--- config.mk ---
export PLATFORM = sky130hd
export DESIGN_NAME = mem_access_ctrl
export DESIGN_NICKNAME = d
export VERILOG_FILES = /design/src/rtl/mem_pkg.sv /design/src/rtl/mem_addr_gen.sv /design/src/rtl/mem_access_ctrl.sv
export SDC_FILE = /design/constraint.sdc
export NUM_CORES = 1
export LEC_CHECK = 0
export BUFFER_PORTS_ARGS = -buffer_cell sky130_fd_sc_hd__buf_4
export CAP_MARGIN = 20
export CORE_AREA = 4 4 134 136
export DETAILED_ROUTE_END_ITERATION = 10
export DIE_AREA = 0 0 138 140
export HOLD_SLACK_MARGIN = 0.15
export SYNTH_ARGS = -nofsm -noshare
export SYNTH_HDL_FRONTEND = slang
export SYNTH_HIERARCHICAL = 1
export SYNTH_SLANG_ARGS = --single-unit
--- constraint.sdc ---
create_clock -name clk -period 2.58 [get_ports clk]
set_input_delay 0.258 -clock clk [delete_from_list [all_inputs] [get_ports clk]]
set_output_delay 0.258 -clock clk [all_outputs]
set_load 0.1 [all_outputs]
--- src/rtl/mem_pkg.sv ---
// Shared widths and FSM state encoding for the data-memory access controller.
package mem_pkg;

    localparam int unsigned ADDR_W = 5;   // 32-word data memory
    localparam int unsigned DATA_W = 64;
    localparam int unsigned LEN_W  = 3;   // burst of len+1 words
    localparam int unsigned OFF_W  = 16;  // signed word offset

    typedef enum logic [2:0] {
        IDLE,
        LD_ISSUE,
        LD_HOLD,
        ST_XFER,
        DONE
    } mem_state_t;

endpackage

--- src/rtl/mem_addr_gen.sv ---
// Burst address generator: loads base+offset and word count, then steps through the burst.
module mem_addr_gen #(
    parameter int unsigned ADDR_W = mem_pkg::ADDR_W,
    parameter int unsigned DATA_W = mem_pkg::DATA_W,
    parameter int unsigned LEN_W  = mem_pkg::LEN_W
) (
    input  logic                       clk,
    input  logic                       rst_n,
    input  logic                       load,
    input  logic                       step,
    input  logic [DATA_W-1:0]          base,
    input  logic [mem_pkg::OFF_W-1:0]  offset,
    input  logic [LEN_W-1:0]           len,
    output logic [ADDR_W-1:0]          addr,
    output logic                       last
);
    import mem_pkg::*;

    logic [ADDR_W-1:0]        addr_q;
    logic [LEN_W-1:0]         cnt_q;
    logic [DATA_W-1:0]        sum;
    logic [DATA_W-ADDR_W-1:0] unused_sum_hi;

    // Upper sum bits fall outside the memory and are dropped on purpose.
    assign sum           = base + {{(DATA_W-OFF_W){offset[OFF_W-1]}}, offset};
    assign unused_sum_hi = sum[DATA_W-1:ADDR_W];

    // Address/count register: load on request accept, step after each non-final beat.
    always_ff @(posedge clk) begin
        if (!rst_n) begin
            addr_q <= '0;
            cnt_q  <= '0;
        end else if (load) begin
            addr_q <= sum[ADDR_W-1:0];
            cnt_q  <= len;
        end else if (step) begin
            addr_q <= addr_q + ADDR_W'(1);  // wraps 31 -> 0
            cnt_q  <= cnt_q - LEN_W'(1);
        end
    end

    assign addr = addr_q;
    assign last = (cnt_q == '0);

endmodule

--- src/rtl/mem_access_ctrl.sv ---
// Load/store burst initiator: sole driver of the data-memory port, with valid/ready
// streams for load data out and store data in.
module mem_access_ctrl #(
    parameter int unsigned ADDR_W = mem_pkg::ADDR_W,
    parameter int unsigned DATA_W = mem_pkg::DATA_W,
    parameter int unsigned LEN_W  = mem_pkg::LEN_W
) (
    input  logic                       clk,
    input  logic                       rst_n,
    input  logic                       req_valid,
    output logic                       req_ready,
    input  logic                       req_store,
    input  logic [DATA_W-1:0]          req_base,
    input  logic [mem_pkg::OFF_W-1:0]  req_offset,
    input  logic [LEN_W-1:0]           req_len,
    input  logic                       wr_valid,
    output logic                       wr_ready,
    input  logic [DATA_W-1:0]          wr_data,
    output logic                       rd_valid,
    input  logic                       rd_ready,
    output logic [DATA_W-1:0]          rd_data,
    output logic                       busy,
    output logic                       done,
    output logic [ADDR_W-1:0]          mem_address,
    output logic                       mem_we,
    output logic [DATA_W-1:0]          mem_din,
    input  logic [DATA_W-1:0]          mem_dout
);
    import mem_pkg::*;

    mem_state_t        state_q, state_d;
    logic              ag_load, ag_step, ag_last;
    logic [ADDR_W-1:0] ag_addr;
    logic [DATA_W-1:0] rd_data_q;
    logic              st_xfer;

    mem_addr_gen #(
        .ADDR_W (ADDR_W),
        .DATA_W (DATA_W),
        .LEN_W  (LEN_W)
    ) u_addr_gen (
        .clk    (clk),
        .rst_n  (rst_n),
        .load   (ag_load),
        .step   (ag_step),
        .base   (req_base),
        .offset (req_offset),
        .len    (req_len),
        .addr   (ag_addr),
        .last   (ag_last)
    );

    // State register; reset abandons any burst in flight without a done pulse.
    always_ff @(posedge clk) begin
        if (!rst_n) begin
            state_q <= IDLE;
        end else begin
            state_q <= state_d;
        end
    end

    // Load data register: captures the memory word during LD_ISSUE, held through LD_HOLD.
    always_ff @(posedge clk) begin
        if (!rst_n) begin
            rd_data_q <= '0;
        end else if (state_q == LD_ISSUE) begin
            rd_data_q <= mem_dout;
        end
    end

    // Next-state and address-generator controls.
    always_comb begin
        state_d = state_q;
        ag_load = 1'b0;
        ag_step = 1'b0;
        unique case (state_q)
            IDLE: begin
                if (req_valid) begin
                    ag_load = 1'b1;
                    state_d = req_store ? ST_XFER : LD_ISSUE;
                end
            end
            LD_ISSUE: state_d = LD_HOLD;
            LD_HOLD: begin
                if (rd_ready) begin
                    if (ag_last) begin
                        state_d = DONE;
                    end else begin
                        ag_step = 1'b1;
                        state_d = LD_ISSUE;
                    end
                end
            end
            ST_XFER: begin
                if (wr_valid) begin
                    if (ag_last) begin
                        state_d = DONE;
                    end else begin
                        ag_step = 1'b1;
                    end
                end
            end
            DONE:    state_d = IDLE;
            default: state_d = IDLE;
        endcase
    end

    // Port outputs; the write strobe is gated by reset so nothing is written while it is low.
    assign st_xfer     = (state_q == ST_XFER) && rst_n;
    assign req_ready   = (state_q == IDLE);
    assign busy        = (state_q != IDLE);
    assign done        = (state_q == DONE);
    assign rd_valid    = (state_q == LD_HOLD);
    assign rd_data     = rd_data_q;
    assign wr_ready    = st_xfer;
    assign mem_we      = st_xfer && wr_valid;
    assign mem_din     = st_xfer ? wr_data : '0;
    assign mem_address = ag_addr;

endmodule
* Word-level counts from Yosys, hierarchy flattened
Cells that the tools add are included. Widths: inputs -> output; s select.
Storage, ports and cells: bits in registers 75, input port bits 217, output and inout port bits 139, word-level logic and storage cells 40
Operators by class: $add $sub $neg 3, eq/ne operators 8, multiplexer cells 18, reduce and logical (&&, ||, !) cells 7
Operators by type and width (count):
- $mux 64 | 1
- $mux 3 | 7
- $pmux 3 s4 | 1
- $mux 5 | 2
- $eq 3x2->1 const B | 2
- $logic_not 3->1 | 2
- $ne 2x2->1 const B | 3
- $add 5x1->5 const B | 1
- $add 5x5->5 | 1
- $mux 1 | 5
- $reduce_and 4->1 | 1
- $eq 3x1->1 const B | 1
- $eq 3x3->1 const B | 1
- $reduce_bool 3->1 | 1
- $sub 3x1->3 const B | 1
- $logic_and 1x1->1 | 2
- $mux 2 | 1
- $ne 2x1->1 const B | 1
- $pmux 1 s2 | 1
- $reduce_bool 2->1 | 1

* Longest topological paths before layout
depth in word-level cells 6, depth in mapped cells 9, depth with buffers taken out 8

* Modules after synthesis
Netlist, hierarchy kept.
By module, submodules not included:
- mem_access_ctrl | times used 1, cells an instance 378, area each 3095.5 µm², seq. area each 1341.3 µm²
- mem_addr_gen | times used 1, cells an instance 66, area each 581.8 µm², seq. area each 160.2 µm²

* Least setup slack after synthesis
No wires, ideal clock.
path type reg-to-reg, from register state_q[0], to register state_q[1], arrival time 4480 ps, data required time 2457 ps, setup slack -2023 ps, cell stages (with the launch flop) 5, path buffers 1, clock period less this slack 4603 ps, cell sequence dfxtp_1 > buf_2 > nor3_1 > inv_1 > o221a_2
On the way: word-level cells in the longest chain between the ends 3, elaborated cells between the ends (all ways) 10
RTL lines:
- start: declaration | RTL line mem_access_ctrl.sv:31 | mem_state_t state_q, state_d;
- start signal: assignment | RTL line mem_access_ctrl.sv:58 | state_q <= state_d;
- $logic_not 3->1 (*)
- net req_ready | RTL line mem_access_ctrl.sv:11 | output logic req_ready,
- $ne 2x2->1 (no source line)
- $reduce_and 4->1 (no source line)
The timed path passes the listed nets; every way through them passes the cells marked *. A chain may end at the register's enable or synchronous reset.

* Final worst setup path
from register state_q[1], to output port mem_din[5]
On the way: word-level cells in the longest chain between the ends 3
RTL lines:
- $eq 3x2->1 | RTL line mem_access_ctrl.sv:109 | assign st_xfer = (state_q == ST_XFER) && rst_n;
- $logic_and 1x1->1 | RTL line mem_access_ctrl.sv:109
- $mux 64 | RTL line mem_access_ctrl.sv:117 | assign mem_din = st_xfer ? wr_data : '0;
- end: declaration | RTL line mem_access_ctrl.sv:26 | output logic [DATA_W-1:0] mem_din,
Every way passes these cells.

==> impl_metrics.ini <==
[logic_synthesis]
synth-xor-area-share = 0.02144
synth_seq_cells = 75
ys_seq_area_frac = 0.4083
synth_ff_type = dfxtp_1
synth-simple-area-share = 0.2950
synth_cell_types = 34
synth_area_leader_cell = dfxtp_1
synth_area_leaders = dfxtp_1, nand2_1, a21boi_1, and2_1, buf_6
synth_compound_area_frac = 0.1688
synth_top_area_share = 0.4083
yosysWarnings = 6
synthArstFlopShare = 0
synthMuxAreaShare = 0.006805
synth_cells = 444
yosys.area_share.adder = 0.02926
synth_edf_count = 0
netlist_area_mm2 = 0.003677
syn_nets = 669
syn_avg_cell_area_um2 = 8.282
synth_top_family_by_area = simple AND/OR/NAND/NOR gates

[min_path]
whs_path_depth = 3
min_from = mem_dout[33]
min_path_type = in2reg
whs_endpoint = rd_data[33]

[power]
comb_power_share = 0.490
vdd_ir_drop_max_v = 0.0005777
clkPwrFrac = 0.241
power_density_mw_per_mm2 = 807.4
p_sw_frac = 0.4844
pwr-share-seq = 0.269
internal_power_w = 0.002790
switchingPower_w = 0.002622
leakage_nw = 3.148

[worst_setup_path]
reg2reg_setup_slack_ns = 0.74
reg2reg_to = u_addr_gen/addr[1]
critical_path_class = reg2out
max_stage_delay_ns = 0.60
ff2ff_path_depth = 7
endpoint_kind = output port
crit_path_max_fanout = 66
required_ns = 2.32
crit_path_start_kind = register
arrival_ns = 1.96
critPathSlowestCell = dfxtp_1
r2r_start = u_addr_gen/cnt_q[0]
crit_path_cell_trace = nand2b_4 -> nor2_2 -> buf_12 -> and2_1 -> buf_4
critPathBufInv = 2
cp_top_family = flip-flops

[clock_tree]
clock-sinks = 75
cts-htree-levels = 3
clock_tree.buffer_depth = 2
clk_latency_ns = 0.35
cts-root-buf = clkbuf_16
cts_made_buffers = 9
cts_tree = yes
clk_pin_slew_ns = 0.06
cts_setup_buffers = 0

[drt]
routed_wl_um = 13340
wl_per_cell_um = 13.53
drtIter0Drc = 149
first_pass_iters = 6
vias = 3911
viasPerCell = 3.967
drtAntennaViolNets = 0
drc = 0

[global_routing]
gr-usage-all-layers = 0.1344
grt_overflow = 0
grt_antenna_before_repair = 0
grt_max_degree = 76
grt_pass1_wl_um = 21130
grt_pass1_vias = 3928

[sta]
grt_setup_unrepaired = false
drv_slew = 0
fin_crit_ns = 2.215
relSlewSlack = 0.4964
fin_ws_ns = 0.3653
hold_ws_ns = 0.1651
totalNegativeSetupSlack_ns = 0
tightest_slew_ns = 0.7555
setup_viol = 0
period_share = 0.8584
finClkSkew_ns = 0.01025
finalHoldViolCount = 0
fmax_mhz = 451.5

[floorplanning]
core-area_mm2 = 0.01694
dieArea_mm2 = 0.01932
dieWidth_um = 138
fp.dieH_um = 140
start_util = 0.2171
pin_count = 356
core.rowCount = 48

[flow_run]
drv_cap = 0

[finish]
n_antenna_cell = 0
syn_to_final_growth_pct = 82.27
fin_cells = 986
nets = 981
fillCellCount = 1759
layout-drive-gt1-share = 0.4258

[place]
dpl_worst_slack_ns = 0.7199
finalWeightedCongestion = 0.7316
port_buffers = 285
dp.cells = 926
dp_hpwl_um = 9591

[run_status]
status = completed
per-stage QoR:
step	util	cell area, um2	power (W)
2_1_floorplan	-	3694	0.003531
3_3_place_gp	0.3514	5952	0.004092
3_5_place_dp	0.3514	5952	0.004102
4_1_cts	0.3958	6703	0.005491
5_1_grt	0.3958	6703	0.005666
6_report	0.3958	6703	0.005412
tightest hold or removal path: cells and delay by family:
| kind | cells | cell delay (ns) |
|---|---|---|
| AOI/OAI and AO/OA | 1 | 0.05 |
| buffers and inverters | 1 | 0.11 |
| and+or+nand+nor | 1 | 0.05 |
what timing repair did:
action / 4_1_cts / 5_1_grt
gates resized for setup: 0 / 0
endpoints found under the hold margin: 44 / 0
setup endpoints to repair: 0 / 0
hold buffers: 44 / 0
Yosys cell counts, drive strengths merged (2+ instances only):
cell      n
nand2   135
dfxtp    75
and2     69
a21boi   64
buf      20
clkbuf   13
a21oi     7
ha        7
inv       7
nor2      7
xnor2     6
o21ai     5
nor3      4
a211oi    3
nor2b     3
o211a     3
xor2      3
nand2b    2
nand4     2
nor3b     2
cell type report:
type                            count  area, um2  share of cell area
Tap cell                          225      281.5             0.04200
Timing Repair Buffer              334       2643              0.3942
Multi-Input combinational cell    329       1941              0.2895
Clock buffer                       10      239.0             0.03565
Inverter                            7      26.28            0.003920
Sequential cell                    75       1501              0.2240
Clock inverter                      6      71.32             0.01064
power groups by stage:
| stage | Combinational [W] | Clock, W | Sequential (W) |
|---|---|---|---|
| floorplan | 0.000986 | 0 | 0.00254 |
| global placement | 0.00262 | 0 | 0.00148 |
| detailed placement | 0.00262 | 0 | 0.00148 |
| CTS | 0.00268 | 0.00135 | 0.00146 |
| global route | 0.00280 | 0.00139 | 0.00148 |
| finish | 0.00265 | 0.00130 | 0.00145 |
worst max-delay path by stage:
stage / startpoint / to / slack [ns] / depth (start not counted)
after floorplan: state_q[0] / state_q[1] / -0.03 / 4
after global placement: state_q[1] / mem_din[5] / 0.72 / 5
after detailed placement: state_q[1] / mem_din[5] / 0.72 / 5
after CTS: state_q[1] / mem_din[5] / 0.35 / 5
after global routing: state_q[0] / mem_din[33] / 0.24 / 5
final: state_q[1] / mem_din[5] / 0.37 / 5
cell families after synthesis:
logic type,Yosys count
and+or+nand+nor,225
AOI/OAI and AO/OA,85
DFF,75
buffers and inverters,40
xor gates and xnor gates,9
adders and majority gates,8
muxes,2
placed cells by master (no fill, tap or decap), drive strengths merged, types with 2 or more instances in the layout:
cell type,instances
nor3,4
nand4,2
a21boi,64
nor3b,2
o21ai,5
inv,9
xor2,3
o211a,3
nor2b,3
a211oi,3
buf,290
nand2b,2
clkinvlp,2
xnor2,6
dlygate4sd3,44
ha,7
and2,69
clkbuf,10
a21oi,7
nor2,7
nand2,135
dfxtp,75
metal layers:
metal,GRT usage,part of all wire
met1,0.1743,0.45
met2,0.2151,0.48
met3,0.03926,0.057
met4,0.04524,0.017
met5,0,0
state kept, by name, indices dropped and copies added, names as in the netlist:
signal and count:
u_addr_gen/addr 5, u_addr_gen/cnt_q 3, state_q 3, rd_data 64
(Power assumes the default switching activity.)
